File: config.mk
export PLATFORM = sky130hd
export DESIGN_NAME = tmds_word_align
export DESIGN_NICKNAME = d
export VERILOG_FILES = /design/src/rtl/tmds_word_align.sv
export SDC_FILE = /design/constraint.sdc
export NUM_CORES = 1
export LEC_CHECK = 0
export BUFFER_PORTS_ARGS = -buffer_cell sky130_fd_sc_hd__buf_2
export CORE_UTILIZATION = 65
export DETAILED_ROUTE_END_ITERATION = 10
export PLACE_DENSITY = 0.94
export SYNTH_ARGS = -nofsm -noshare
export SYNTH_HDL_FRONTEND = slang
export SYNTH_SLANG_ARGS = --single-unit
File: constraint.sdc
create_clock -name clk -period 4.4 [get_ports clk]
set_clock_uncertainty 0.15 [all_clocks]
set_input_delay 0.88 -clock clk [delete_from_list [all_inputs] [get_ports clk]]
set_output_delay 0.88 -clock clk [all_outputs]
set_load 0.02 [all_outputs]
File: src/rtl/tmds_word_align.sv
// Word-alignment controller for one HDMI RX TMDS channel: hunts for runs of
// control tokens during blanking and slips the word boundary until they appear.
module tmds_word_align #(
   parameter int WIN_LEN      = 4096,
   parameter int RUN_LEN      = 8,
   parameter int LOCK_HITS    = 4,
   parameter int SLIP_PULSE   = 2,
   parameter int SETTLE_CYC   = 8,
   parameter int LOSS_WINDOWS = 4
) (
   input  logic       clk,
   input  logic       rstn,
   input  logic       en,
   input  logic [9:0] data_in,
   output logic       bitslip,
   output logic       locked,
   output logic [3:0] slip_cnt,
   output logic       align_err
);

   localparam int WIN_W  = $clog2(WIN_LEN);
   localparam int PH_MAX = (SLIP_PULSE > SETTLE_CYC) ? SLIP_PULSE : SETTLE_CYC;
   localparam int PH_W   = $clog2(PH_MAX + 1);

   localparam logic [WIN_W-1:0] WIN_LAST    = WIN_W'(WIN_LEN - 1);
   localparam logic [3:0]       RUN_TOP     = 4'(RUN_LEN);
   localparam logic [3:0]       RUN_PRE     = 4'(RUN_LEN - 1);
   localparam logic [3:0]       LOCK_TOP    = 4'(LOCK_HITS);
   localparam logic [3:0]       LOSS_TOP    = 4'(LOSS_WINDOWS);
   localparam logic [PH_W-1:0]  SLIP_LAST   = PH_W'(SLIP_PULSE - 1);
   localparam logic [PH_W-1:0]  SETTLE_LAST = PH_W'(SETTLE_CYC - 1);

   typedef enum logic [1:0] {
      SEARCH = 2'd0,
      SLIP   = 2'd1,
      SETTLE = 2'd2,
      LOCKED = 2'd3
   } state_t;

   state_t           state, state_n;
   logic [9:0]       prev_word;
   logic [3:0]       run_cnt, run_n;
   logic [WIN_W-1:0] win_cnt, win_n;
   logic [3:0]       hit_cnt, hit_n;
   logic [3:0]       miss_cnt, miss_n;
   logic [PH_W-1:0]  ph_cnt, ph_n;
   logic [3:0]       slip_n;
   logic             err_n;

   logic       is_token;
   logic       same_word;
   logic       hit;
   logic       win_exp;
   logic [3:0] run_next;
   logic [3:0] hit_sum;

   // A hit is the single edge where a run of identical tokens reaches RUN_LEN;
   // hit_sum already includes it so lock and loss decisions see it immediately.
   always_comb begin
      is_token  = data_in inside {10'h354, 10'h0AB, 10'h154, 10'h2AB};
      same_word = (data_in == prev_word);
      hit       = is_token && same_word && (run_cnt == RUN_PRE);
      win_exp   = (win_cnt == WIN_LAST);

      if (!is_token) begin
         run_next = 4'd0;
      end else if (same_word) begin
         run_next = (run_cnt == RUN_TOP) ? RUN_TOP : run_cnt + 4'd1;
      end else begin
         run_next = 4'd1;
      end

      hit_sum = (hit && (hit_cnt != 4'hF)) ? hit_cnt + 4'd1 : hit_cnt;
   end

   always_comb begin
      state_n = state;
      run_n   = run_cnt;
      win_n   = win_cnt;
      hit_n   = hit_cnt;
      miss_n  = miss_cnt;
      ph_n    = ph_cnt;
      slip_n  = slip_cnt;
      err_n   = 1'b0;

      if (!en) begin
         state_n = SEARCH;
         run_n   = '0;
         win_n   = '0;
         hit_n   = '0;
         miss_n  = '0;
         ph_n    = '0;
      end else begin
         case (state)
            SEARCH: begin
               run_n = run_next;
               win_n = win_cnt + WIN_W'(1);
               hit_n = win_exp ? 4'd0 : hit_sum;
               if (hit && (hit_sum == LOCK_TOP)) begin
                  state_n = LOCKED;
                  miss_n  = '0;
               end else if (win_exp) begin
                  state_n = SLIP;
                  ph_n    = '0;
                  run_n   = '0;
                  win_n   = '0;
                  hit_n   = '0;
                  slip_n  = (slip_cnt == 4'd9) ? 4'd0 : slip_cnt + 4'd1;
                  err_n   = (slip_cnt == 4'd9);
               end
            end

            SLIP: begin
               if (ph_cnt == SLIP_LAST) begin
                  state_n = SETTLE;
                  ph_n    = '0;
               end else begin
                  ph_n = ph_cnt + PH_W'(1);
               end
            end

            // Words are ignored here while the bitslip stage pipeline refills.
            SETTLE: begin
               if (ph_cnt == SETTLE_LAST) begin
                  state_n = SEARCH;
                  ph_n    = '0;
                  run_n   = '0;
                  win_n   = '0;
                  hit_n   = '0;
               end else begin
                  ph_n = ph_cnt + PH_W'(1);
               end
            end

            LOCKED: begin
               run_n = run_next;
               win_n = win_cnt + WIN_W'(1);
               hit_n = win_exp ? 4'd0 : hit_sum;
               if (win_exp) begin
                  if (hit_sum == 4'd0) begin
                     miss_n = miss_cnt + 4'd1;
                     if ((miss_cnt + 4'd1) == LOSS_TOP) begin
                        state_n = SEARCH;
                        run_n   = '0;
                        win_n   = '0;
                        hit_n   = '0;
                        miss_n  = '0;
                     end
                  end else begin
                     miss_n = '0;
                  end
               end
            end

            default: begin
               state_n = SEARCH;
            end
         endcase
      end
   end

   // bitslip and locked are registered from the next state so they line up
   // with the state register and never glitch.
   always_ff @(posedge clk or negedge rstn) begin
      if (!rstn) begin
         state     <= SEARCH;
         prev_word <= '0;
         run_cnt   <= '0;
         win_cnt   <= '0;
         hit_cnt   <= '0;
         miss_cnt  <= '0;
         ph_cnt    <= '0;
         slip_cnt  <= '0;
         bitslip   <= 1'b0;
         locked    <= 1'b0;
         align_err <= 1'b0;
      end else begin
         state     <= state_n;
         prev_word <= data_in;
         run_cnt   <= run_n;
         win_cnt   <= win_n;
         hit_cnt   <= hit_n;
         miss_cnt  <= miss_n;
         ph_cnt    <= ph_n;
         slip_cnt  <= slip_n;
         bitslip   <= (state_n == SLIP);
         locked    <= (state_n == LOCKED);
         align_err <= err_n;
      end
   end

endmodule

==> flow_summary.json <==
{
  "grt_antenna_before_repair": 0,
  "grt_max_degree": 48,
  "layout-drive-gt1-share": 0.100,
  "row_count": 23,
  "cp.required_ns": 4.51,
  "io_pins": 20,
  "ff_latch_area_sq_um": 1180,
  "vias_per_cell": 6.41,
  "io_buffer_count": 19,
  "h-tree-depth": 2,
  "multi_input_area_sq_um": 1510,
  "final_nets": 353,
  "wl_microns": 5700,
  "status": "finished, final reports clean",
  "drt_iter0_markers": 206,
  "wl_per_cell_microns": 15.0,
  "dieArea_sq_um": 4530,
  "synthesis.area_sq_um": 2780,
  "area_delta_synth_final_pct": 8.84,
  "die_w_microns": 67.3,
  "p_per_area_nw_per_um2": 257,
  "cts_tree": "done",
  "path_max_fanout": 7,
  "finalHoldViolCount": 0,
  "synthFlopType": "dfrtp_1",
  "drc": 0,
  "regToRegSetupSlack_ns": 1.26,
  "reg2reg_depth": 10,
  "n_antenna_cell": 0,
  "netlist_instances": 306,
  "synth_seq_area_share": 0.424,
  "fp.dieH_microns": 67.3,
  "worstMarginPinSlew_ns": 1.02,
  "grt_remaining_overflow": 0,
  "postCtsHoldBufs": 0,
  "hold-path-cell-count": 1,
  "rsz0062_at_grt": "no",
  "dpl.hpwl_microns": 3950,
  "start_kind": "input port",
  "core_area_sq_um": 4060,
  "cts_root_buf": "clkbuf_8",
  "cts_setup_buffers": 0,
  "synth_cell_types": 53,
  "endpoint_kind": "register",
  "synth_edf_count": 0,
  "vias": 2429,
  "finish.utilization": 0.744,
  "syn_nets": 331,
  "drv_cap": 0,
  "gp_congestion": 0.857,
  "final_common_cell": "dfrtp_1",
  "antenna_left": 0,
  "p_leak_uw": 0.00135,
  "clk_latency_ns": 0.31,
  "arrival_ns": 3.30,
  "start_util": 0.684,
  "ys_ff_latch": 47,
  "clockBufferDepth": 2,
  "track_usage": 0.275,
  "cts_sinks": 47,
  "min_period_ns": 3.19,
  "dr.pass1.iters": 5,
  "synthArstFlopShare": 1.00,
  "layout_common_cells": "dfrtp_1 (47), nand2_1 (35), o21ai_0 (26)",
  "cts_inserted_buffers": 5,
  "clkTransAtPathRegs_ns": 0.09,
  "tns_ns": 0,
  "slew_headroom": 0.318,
  "syn_avg_cell_area_sq_um": 9.07,
  "fmaxAchievable_ghz": 0.314,
  "cts-resized-gates": 0,
  "path_class": "input port to register",
  "nFillCells": 284,
  "setup_viol": 0,
  "hold_class": "register to register",
  "grt_pass1_vias": 2201,
  "slew_viol_final": 0,
  "yosys_warnings": 0,
  "fin_crit_sh": 0.725,
  "ir_drop_mv": 0.192,
  "grt_pass1_wl_microns": 9380
}
## cell families after synthesis
family                     after synthesis  share of synthesized area
buffers and inverters                   22                     0.0311
muxes                                    1                    0.00406
DFF                                     47                      0.424
adders and majority gates               12                     0.0541
AOI/OAI and AO/OA                       84                      0.199
xor gates and xnor gates                15                     0.0473
and+or+nand+nor                        125                      0.240
## registers in the layout (all words and copies together) (netlist names)
register / cells
hit_cnt: 4
prev_word: 10
win_cnt: 12
miss_cnt: 4
run_cnt: 4
align_err: 1
locked: 1
state: 2
slip_cnt: 4
bitslip: 1
ph_cnt: 4
## final cells by class
| cell class | instances | area share |
|---|---|---|
| Multi-Input combinational cell | 237 | 0.501 |
| Timing Repair Buffer | 21 | 0.0365 |
| Clock inverter | 2 | 0.00539 |
| Inverter | 16 | 0.0199 |
| Clock buffer | 6 | 0.0273 |
| Sequential cell | 47 | 0.389 |
| Tap cell | 50 | 0.0207 |
## synthesized netlist by cell type, types with 4 or more instances
cell | n | area share
dfrtp_1 | 47 | 0.42
nand2_1 | 35 | 0.047
o21ai_0 | 26 | 0.047
nor2_1 | 24 | 0.032
inv_1 | 15 | 0.020
ha_1 | 12 | 0.054
xor2_1 | 12 | 0.038
a21oi_1 | 11 | 0.020
nand3_1 | 11 | 0.020
nor3_1 | 10 | 0.018
a21o_1 | 7 | 0.019
a31oi_1 | 7 | 0.016
nand2b_1 | 5 | 0.011
nor2b_1 | 5 | 0.011
o31ai_1 | 5 | 0.014
a211o_1 | 4 | 0.013
and3_1 | 4 | 0.0090
nand4_1 | 4 | 0.0090
## final timing paths
| path | startpoint | to |
|---|---|---|
| worst max-delay path | data_in[8] | miss_cnt[3] |
| worst min-delay path | slip_cnt[1] | align_err |
| worst max register to register | run_cnt[0] | run_cnt[2] |
| worst min register to register | slip_cnt[1] | align_err |
| max in group asynchronous | rstn | win_cnt[9] |
| min in group asynchronous | rstn | prev_word[5] |
## metal layers
layer | vias to the layer above | global-route usage | part of all wire
met4 | 0 | 0.0904 | 0.010
met2 | 99 | 0.461 | 0.48
met3 | 6 | 0.0625 | 0.061
met1 | 1162 | 0.349 | 0.45
met5 | - | 0 | 0
li1 | 1162 | - | -
## report_power, final
group / internal (uW) / switching, uW / total [uW]
clock: 128 / 156 / 285
sequential: 438 / 4.36 / 443
combinational: 15.8 / 32.1 / 47.9
total: 583 / 193 / 775
## through the flow
stage	instances	total power, uW	setup slack, ns	hold WS (ns)	cell area [sq um]
2_1_floorplan	306	476	1.32	0.321	2780
3_3_place_gp	371	497	0.984	0.346	2920
3_5_place_dp	371	499	0.940	0.355	2920
4_1_cts	379	781	1.23	0.369	3020
5_1_grt	379	805	0.938	0.391	3020
6_report	379	775	1.21	0.371	3020
## worst max-delay path: stages
cell	delay, ns
buf_2	0.12
xor2_1	0.17
nor4_2	0.40
o2111ai_1	0.39
o31a_1	0.42
a21oi_1	0.34
nor2_1	0.15
nor4b_1	0.31
a21o_1	0.12
Note: power is estimated with default switching activity, not from simulation.
